$ cat src/rtl/sr_button_pkg.sv
// Shared state encoding and default timing constants for the SR-latch button front end.
package sr_button_pkg;

    localparam int DEBOUNCE_DEF = 16;
    localparam int PULSE_DEF    = 2;

    typedef logic [1:0] state_t;

    localparam state_t IDLE    = 2'd0;
    localparam state_t DRIVE_S = 2'd1;
    localparam state_t DRIVE_R = 2'd2;
    localparam state_t BLOCK   = 2'd3;

endpackage

$ cat src/rtl/debounce_cell.sv
// Two-flop synchroniser, stability counter and one-cycle rising-edge pulse for one raw button.
module debounce_cell
    import sr_button_pkg::*;
#(
    parameter int DEBOUNCE = DEBOUNCE_DEF,
    parameter int CNT_W    = 5
) (
    input  logic clk,
    input  logic rst,
    input  logic din,
    output logic level,
    output logic rise
);

    if (DEBOUNCE < 1 || DEBOUNCE > (2 ** CNT_W) - 1) begin : g_bad_cnt_w
        $error("debounce_cell: CNT_W too narrow for DEBOUNCE");
    end

    logic             sync1;
    logic             sync2;
    logic             level_prev;
    logic [CNT_W-1:0] cnt;

    always_ff @(posedge clk or posedge rst) begin
        if (rst) begin
            sync1      <= 1'b0;
            sync2      <= 1'b0;
            level      <= 1'b0;
            level_prev <= 1'b0;
            rise       <= 1'b0;
            cnt        <= '0;
        end else begin
            sync1      <= din;
            sync2      <= sync1;
            level_prev <= level;
            // Registered edge keeps press latency at DEBOUNCE+3 edges end to end.
            rise       <= level & ~level_prev;
            if (sync2 == level) begin
                cnt <= '0;
            end else if (cnt == CNT_W'(DEBOUNCE - 1)) begin
                level <= sync2;
                cnt   <= '0;
            end else begin
                cnt <= cnt + 1'b1;
            end
        end
    end

endmodule

$ cat src/rtl/sr_button_ctrl.sv
// Turns two debounced buttons into mutually exclusive s/r pulses with a matching enable.
module sr_button_ctrl
    import sr_button_pkg::*;
#(
    parameter int DEBOUNCE = DEBOUNCE_DEF,
    parameter int CNT_W    = 5,
    parameter int PULSE    = PULSE_DEF
) (
    input  logic clk,
    input  logic rst,
    input  logic btn_s,
    input  logic btn_r,
    output logic s,
    output logic r,
    output logic en,
    output logic busy
);

    localparam int PW = $clog2(PULSE + 1);

    logic          db_s;
    logic          db_r;
    logic          p_s;
    logic          p_r;
    state_t        state;
    state_t        state_nx;
    logic [PW-1:0] pcnt;
    logic [PW-1:0] pcnt_nx;

    debounce_cell #(
        .DEBOUNCE (DEBOUNCE),
        .CNT_W    (CNT_W)
    ) u_db_s (
        .clk   (clk),
        .rst   (rst),
        .din   (btn_s),
        .level (db_s),
        .rise  (p_s)
    );

    debounce_cell #(
        .DEBOUNCE (DEBOUNCE),
        .CNT_W    (CNT_W)
    ) u_db_r (
        .clk   (clk),
        .rst   (rst),
        .din   (btn_r),
        .level (db_r),
        .rise  (p_r)
    );

    always_comb begin
        state_nx = state;
        pcnt_nx  = pcnt;
        case (state)
            IDLE: begin
                // Any press that overlaps the other button is refused outright.
                if (p_s && p_r) begin
                    state_nx = BLOCK;
                end else if (p_s) begin
                    state_nx = db_r ? BLOCK : DRIVE_S;
                    pcnt_nx  = PW'(1);
                end else if (p_r) begin
                    state_nx = db_s ? BLOCK : DRIVE_R;
                    pcnt_nx  = PW'(1);
                end
            end
            DRIVE_S, DRIVE_R: begin
                if (pcnt == PW'(PULSE)) begin
                    state_nx = IDLE;
                    pcnt_nx  = '0;
                end else begin
                    pcnt_nx = pcnt + 1'b1;
                end
            end
            BLOCK: begin
                if (!db_s && !db_r) begin
                    state_nx = IDLE;
                end
            end
            default: state_nx = IDLE;
        endcase
        if (state_nx == IDLE || state_nx == BLOCK) begin
            pcnt_nx = '0;
        end
    end

    always_ff @(posedge clk or posedge rst) begin
        if (rst) begin
            state <= IDLE;
            pcnt  <= '0;
            s     <= 1'b0;
            r     <= 1'b0;
            en    <= 1'b0;
            busy  <= 1'b0;
        end else begin
            state <= state_nx;
            pcnt  <= pcnt_nx;
            s     <= (state_nx == DRIVE_S);
            r     <= (state_nx == DRIVE_R);
            en    <= (state_nx == DRIVE_S) || (state_nx == DRIVE_R);
            busy  <= (state_nx != IDLE);
        end
    end

endmodule

$ cat config.mk
export PLATFORM = sky130hd
export DESIGN_NAME = sr_button_ctrl
export DESIGN_NICKNAME = d
export VERILOG_FILES = /design/src/rtl/sr_button_pkg.sv /design/src/rtl/debounce_cell.sv /design/src/rtl/sr_button_ctrl.sv
export SDC_FILE = /design/constraint.sdc
export NUM_CORES = 1
export LEC_CHECK = 0
export ABC_AREA = 1
export BUFFER_PORTS_ARGS = -buffer_cell sky130_fd_sc_hd__buf_4
export CAP_MARGIN = 5
export CORE_MARGIN = 8
export CORE_UTILIZATION = 51
export CTS_CLUSTER_DIAMETER = 100
export DETAILED_ROUTE_END_ITERATION = 6
export MAX_ROUTING_LAYER = met4
export PLACE_DENSITY_LB_ADDON = 0.08
export SKIP_LAST_GASP = 1
export SLEW_MARGIN = 0
export SYNTH_ARGS = -nofsm -noshare
export SYNTH_HDL_FRONTEND = slang
export SYNTH_SLANG_ARGS = --single-unit
$ cat constraint.sdc
create_clock -name clk -period 1.9 [get_ports clk]
set_input_delay 0 -clock clk [delete_from_list [all_inputs] [get_ports clk]]
set_output_delay 0 -clock clk [all_outputs]
set_load 0.1 [all_outputs]
**Word-level counts from Yosys, hierarchy flattened**

Cells that the tools add are included.

- Add/sub/neg operators: 3
- Multipliers: 0
- Divide/modulo/power cells: 0
- Magnitude comparators: 0
- Equality and inequality tests: 13
- Shifts and indexed selects: 0
- Multiplexer cells: 18
- Bitwise gates (word level): 6
- Reductions and logical operators: 14

Operator list:

| kind | count |
|---|---|
| $mux 2 | 11 |
| $mux 5 | 4 |
| $add 5x1->5 const B | 2 |
| $eq 2x2->1 const B | 5 |
| $eq 5x4->1 const B | 2 |
| $pmux 2 s3 | 1 |
| $eq 2x1->1 const B | 2 |
| $logic_not 2->1 | 2 |
| $ne 4x2->1 const B | 1 |
| $not 1->1 | 4 |
| $pmux 2 s2 | 1 |
| $reduce_and 2->1 | 2 |
| $ne 3x3->1 const B | 1 |
| $reduce_and 3->1 | 1 |
| $reduce_bool 3->1 | 1 |
| $add 2x1->2 const B | 1 |
| $and 1x1->1 | 2 |
| $eq 1x1->1 | 2 |
| $logic_and 1x1->1 | 2 |
| $logic_not 1->1 | 2 |
| $logic_or 1x1->1 | 2 |
| $reduce_bool 2->1 | 1 |
| $reduce_or 2->1 | 1 |
| $mux 1 | 1 |

- Bits in registers: 28
- Bits in latches: 0
- Bits in writable memories: 0
- Bits in read-only memories: 0
- Input port bits: 4
- Output and inout port bits: 4
- Memories kept: 0

**Logic depth before layout (Yosys ltp)**

- Depth after elaboration: 9
- Mapped depth: 12

**Modules after synthesis**

A second synthesis with hierarchy kept.

- Cell total of the unflattened synthesis: 151
- Area, all modules: 1285.0 µm²

By module, submodules not included:

| module | times used | cells an instance | area each (µm²) |
|---|---|---|---|
| debounce_cell | 2 | 40 | 384.1 |
| sr_button_ctrl | 1 | 71 | 516.7 |

**Worst setup path after synthesis**

Ideal clock, no wire load.

- Path kind: flip-flop to flip-flop
- Start point: register state[0]
- End point: register pcnt[0]
- Library setup time: 0.117 ns
- Arrival time: 1.695 ns
- Required time: 1.783 ns
- Setup slack: 0.087 ns
- Stages on the path, launching flop included: 13
- Path buffers: 0
- Path through: dfrtp_1 -> inv_1 -> ha_1 -> nand2_1 -> nand3_1 -> nand3_1 -> inv_1 -> ha_1 -> nor2_1 -> nand2_1 -> nand3_1 -> nand2_1 -> nand2_1

- Longest elaborated chain between the ends: 8
- Elaborated cells between the ends (all ways): 20
- Classes of those cells: eq/ne: 6; mux: 8; reduce/logical: 6

Ends and longest elaborated chain:

| element | line | source |
|---|---|---|
| from (decl) | sr_button_ctrl.sv:25 | `state_t state;` |
| from (signal assigned) | sr_button_ctrl.sv:97 | `state <= state_nx;` |
| $mux 2 | sr_button_ctrl.sv:63 | `end else if (p_r) begin` |
| $mux 2 | sr_button_ctrl.sv:60 | `end else if (p_s) begin` |
| $mux 2 | sr_button_ctrl.sv:58 | `if (p_s && p_r) begin` |
| $pmux 2 s3 (*) | sr_button_ctrl.sv:55 | `case (state)` |
| via state_nx[0] | sr_button_ctrl.sv:26 | `state_t state_nx;` |
| $eq 2x2->1 / $logic_not 2->1 (equally long branches) | sr_button_ctrl.sv:83 | `if (state_nx == IDLE \|\| state_nx == BLOCK) begin` |
| $logic_or 1x1->1 (*) | sr_button_ctrl.sv:83 |  |
| $ne 4x2->1 (no line) (tied with other cells) | -- |  |
| $reduce_and 3->1 (no line) | -- |  |
| to (signal assigned) | sr_button_ctrl.sv:98 | `pcnt <= pcnt_nx;` |
| to (decl) | sr_button_ctrl.sv:27 | `logic [PW-1:0] pcnt;` |

Mark *: on every way through the listed nets, which the timed path passes. The rest lies on a longest branch.
A chain may end at the register's enable or synchronous reset.

**Worst setup path after layout**

- Start point: register state[1]
- End point: register pcnt[1]

- Elaborated cells between the ends (all ways): 20
- Classes of those cells: eq/ne: 6; mux: 8; reduce/logical: 6

RTL lines:

| element | line |
|---|---|
| $eq 2x1->1 / $eq 2x2->1 (equally long branches) | sr_button_ctrl.sv:55 |
| $reduce_or 2->1 | sr_button_ctrl.sv:55 |
| $pmux 2 s3 (*) | sr_button_ctrl.sv:55 |
| via state_nx[0] | sr_button_ctrl.sv:26 |
| $eq 2x2->1 / $logic_not 2->1 (equally long branches) | sr_button_ctrl.sv:83 |
| $logic_or 1x1->1 (*) | sr_button_ctrl.sv:83 |
| $ne 4x2->1 (no line) (tied with other cells) | -- |
| $reduce_and 3->1 (no line) | -- |

Marked as above.

==> metrics.txt <==
diode insertion count for antenna repair 0; clk root buf clkbuf_4; Area Overhead vs Synth 24.2%; count of H-tree levels built during CTS 1; Post-Synthesis Cells 123; non-filler cells, final 174; largest area contributor in the synthesized netlist dfrtp_1; post-route design area 0.00146 mm²; worst vdd ir 0.000677 V; critical path start-end classification flip-flop to flip-flop; cell breakdown of the critical path inv_2 -> ha_4 -> o21ai_0 -> nand2_1 -> nand3_2 -> inv_2 -> ha_4 -> a21oi_1 -> nand2_1 -> nand3_1 -> nand2_1; vias after detailed routing about 840; FMAX 0.564 GHz; setup TNS 0 ns; number of standard-cell rows in the floorplan 17; post-synth cell types 14; total routing resource utilization after global routing 10.7%; count of TritonRoute iterations in the first routing pass 4; number of synthesized register bits 28; arrival time at the worst endpoint 1.99 ns; launching point of the worst reg2reg path state[1]; TritonCTS clock tree built; skew final 0.00492 ns; total buffers and inverters traversed by the critical path 2; total CTS buffers 3; classification of the worst-slack hold path input pin to asynchronous set/reset pin; wire length of the first global-routing pass around 3500 µm; flop2flop setup slack ~0.13 ns; cell mode on critical path nand2_1; DIE AREA 0.00410 mm²; largest delay contributor family on the critical path flip-flops; nets in the synthesized netlist 134; top-area cell type share of the netlist area between 50% and 60%; detailed-route DRC error count 0; Crit Reg-Reg Endpoint pcnt[1]; Max Buffers Root-to-Sink 2; DP Wirelength 1360 µm; clock slew seen by the registers of the worst setup and hold paths 0.13 ns; leakage power summed over all cells 0.741 nW; routed wire length 1950 µm; post-placement setup slack -0.0868 ns; Final period util approximately 93%; residual antenna-violating net count after detailed routing 0; Power Density just over 800 mW/mm²; iteration-0 DRC count of the detailed router 21; Max-Cap Viols 0; leading post-synthesis cells by cell area dfrtp_1 60%, ha_1 7.4%, inv_1 6.4%; count of filler cells inserted in the layout 164; most frequent standard cell in the layout excluding fill and tap cells dfrtp_1; maximum number of pins on one net before global-route repair 29; worst-margin pin slew 0.336 ns; # port buffers 7; share of final-layout standard cells stronger than drive strength 1 24.7%; Crit path required time 2.12 ns; Setup-failing EPs final 0; initial standard-cell utilization of the core 53.7%; total congestion overflow 0; category of the worst setup path launch point flip-flop; height of the die approximately 64 µm; antenna violations before repair 0; summed instance area of the synthesized netlist 0.00118 mm²; net total in the final layout 159; total power 1.19 mW; number of cells in the design after placement 164; hold slack final around 0.28 ns; via count normalized by instance count ~4.9; most frequent cells in the layout 28 x dfrtp_1, 19 x nor2_1, 18 x nand2_1, 17 x buf_4, 15 x inv_1; Critical Path End Type flip-flop; max-slew headroom at the worst pin 77.6%; mean routed wirelength per cell 11.2 µm; synthesized area per cell 9.57 µm²; instance area after placement about 0.0013 mm²; max-slew violation count 0; final hold violation count 0; FF-to-FF path depth 11; delay of the slowest cell on the worst path 0.43 ns; minimum period implied by the final worst setup slack 1.77 ns; share of the core filled with cells 66.8%; core area about 0.0022 mm²; proportion of synthesized chip area in sequential cells around three fifths; clock net sink count 28; status finished, final reports clean; clock network latency to the later pin of the worst-skew pair 0.31 ns; number of top-level pins 8; horizontal extent of the die 64.0 µm; number of global-route vias before repair ~840; slowest stage cell on the critical path dfrtp_1; count of warnings emitted by yosys 0; Final Worst Setup Slack 0.127 ns; critical path peak fanout 5; routability cong. 0.905
==> cell families after synthesis <==
family	count (synthesis)	share of synthesized area [%]
simple gates	58	21.1
flops	28	59.5
buf+inv	20	6.38
fa+ha+maj	7	7.44
compound gates	6	2.55
xor+xnor	4	2.98
==> worst max-delay path by stage <==
stage                     depth (start not counted)  endpoint  startpoint
final                                            11   pcnt[1]    state[1]
after detailed placement                         12   pcnt[0]    state[1]
after global placement                           12   pcnt[0]    state[1]
after floorplan                                  12   pcnt[0]    state[0]
after global routing                             11   pcnt[1]    state[1]
after CTS                                        12   pcnt[0]    state[1]
==> report_power, final <==
group	switching [mW]	leakage, nW	internal [mW]	total [mW]
Clock	0.153	0.0138	0.0742	0.227
Sequential	0.0197	0.376	0.630	0.649
Combinational	0.199	0.351	0.112	0.311
Total	0.372	0.741	0.816	1.19
==> layer usage <==
metal | global-route usage [%] | routed length (µm) | up-vias
met2 | 18.3 | 965 | 17
met5 | - | 0 | -
met1 | 11.3 | 882 | 400
met4 | 2.51 | 18 | 0
met3 | 4.01 | 80 | 2
li1 | - | - | 425
==> cell type report <==
class | instances | area, µm² | share of cell area (%)
inverter | 20 | 75.1 | 5.13
clock buffer | 3 | 22.5 | 1.54
timing repair buffer | 20 | 158 | 10.8
sequential | 28 | 701 | 47.9
tap | 28 | 35.0 | 2.40
multi-input combinational | 75 | 472 | 32.2
==> sequential cells by signal, indices dropped and copies added (netlist names) <==
name               flops
u_db_r.level_prev      1
s                      1
r                      1
u_db_r.cnt             5
u_db_s.level_prev      1
u_db_r.level           1
u_db_s.cnt             5
u_db_r.rise            1
u_db_s.rise            1
state                  2
u_db_r.sync1           1
u_db_s.sync2           1
u_db_s.level           1
pcnt                   2
u_db_s.sync1           1
u_db_r.sync2           1
busy                   1
en                     1
==> tightest hold or removal path: stages <==
cell and delay (ns):
dlygate4sd3_1 0.53, buf_4 0.13, inv_1 0.04, buf_4 0.31
==> what timing repair did <==
action	CTS	global route
hold endpoints to repair	30	0
gates resized for setup	5	15
pin swaps	3	7
hold buffers	3	0
setup buffers	2	2
setup endpoints to repair	2	2
==> Yosys cell counts, drive strengths merged <==
cell type  count
nor3b          2
nand4          1
inv           20
nand2b         2
nor3           3
ha             7
xor2           2
nor2          20
nand3         10
o21ai          3
dfrtp         28
xnor2          2
nand2         20
a21oi          3
Power figures use the tool's default switching activity.
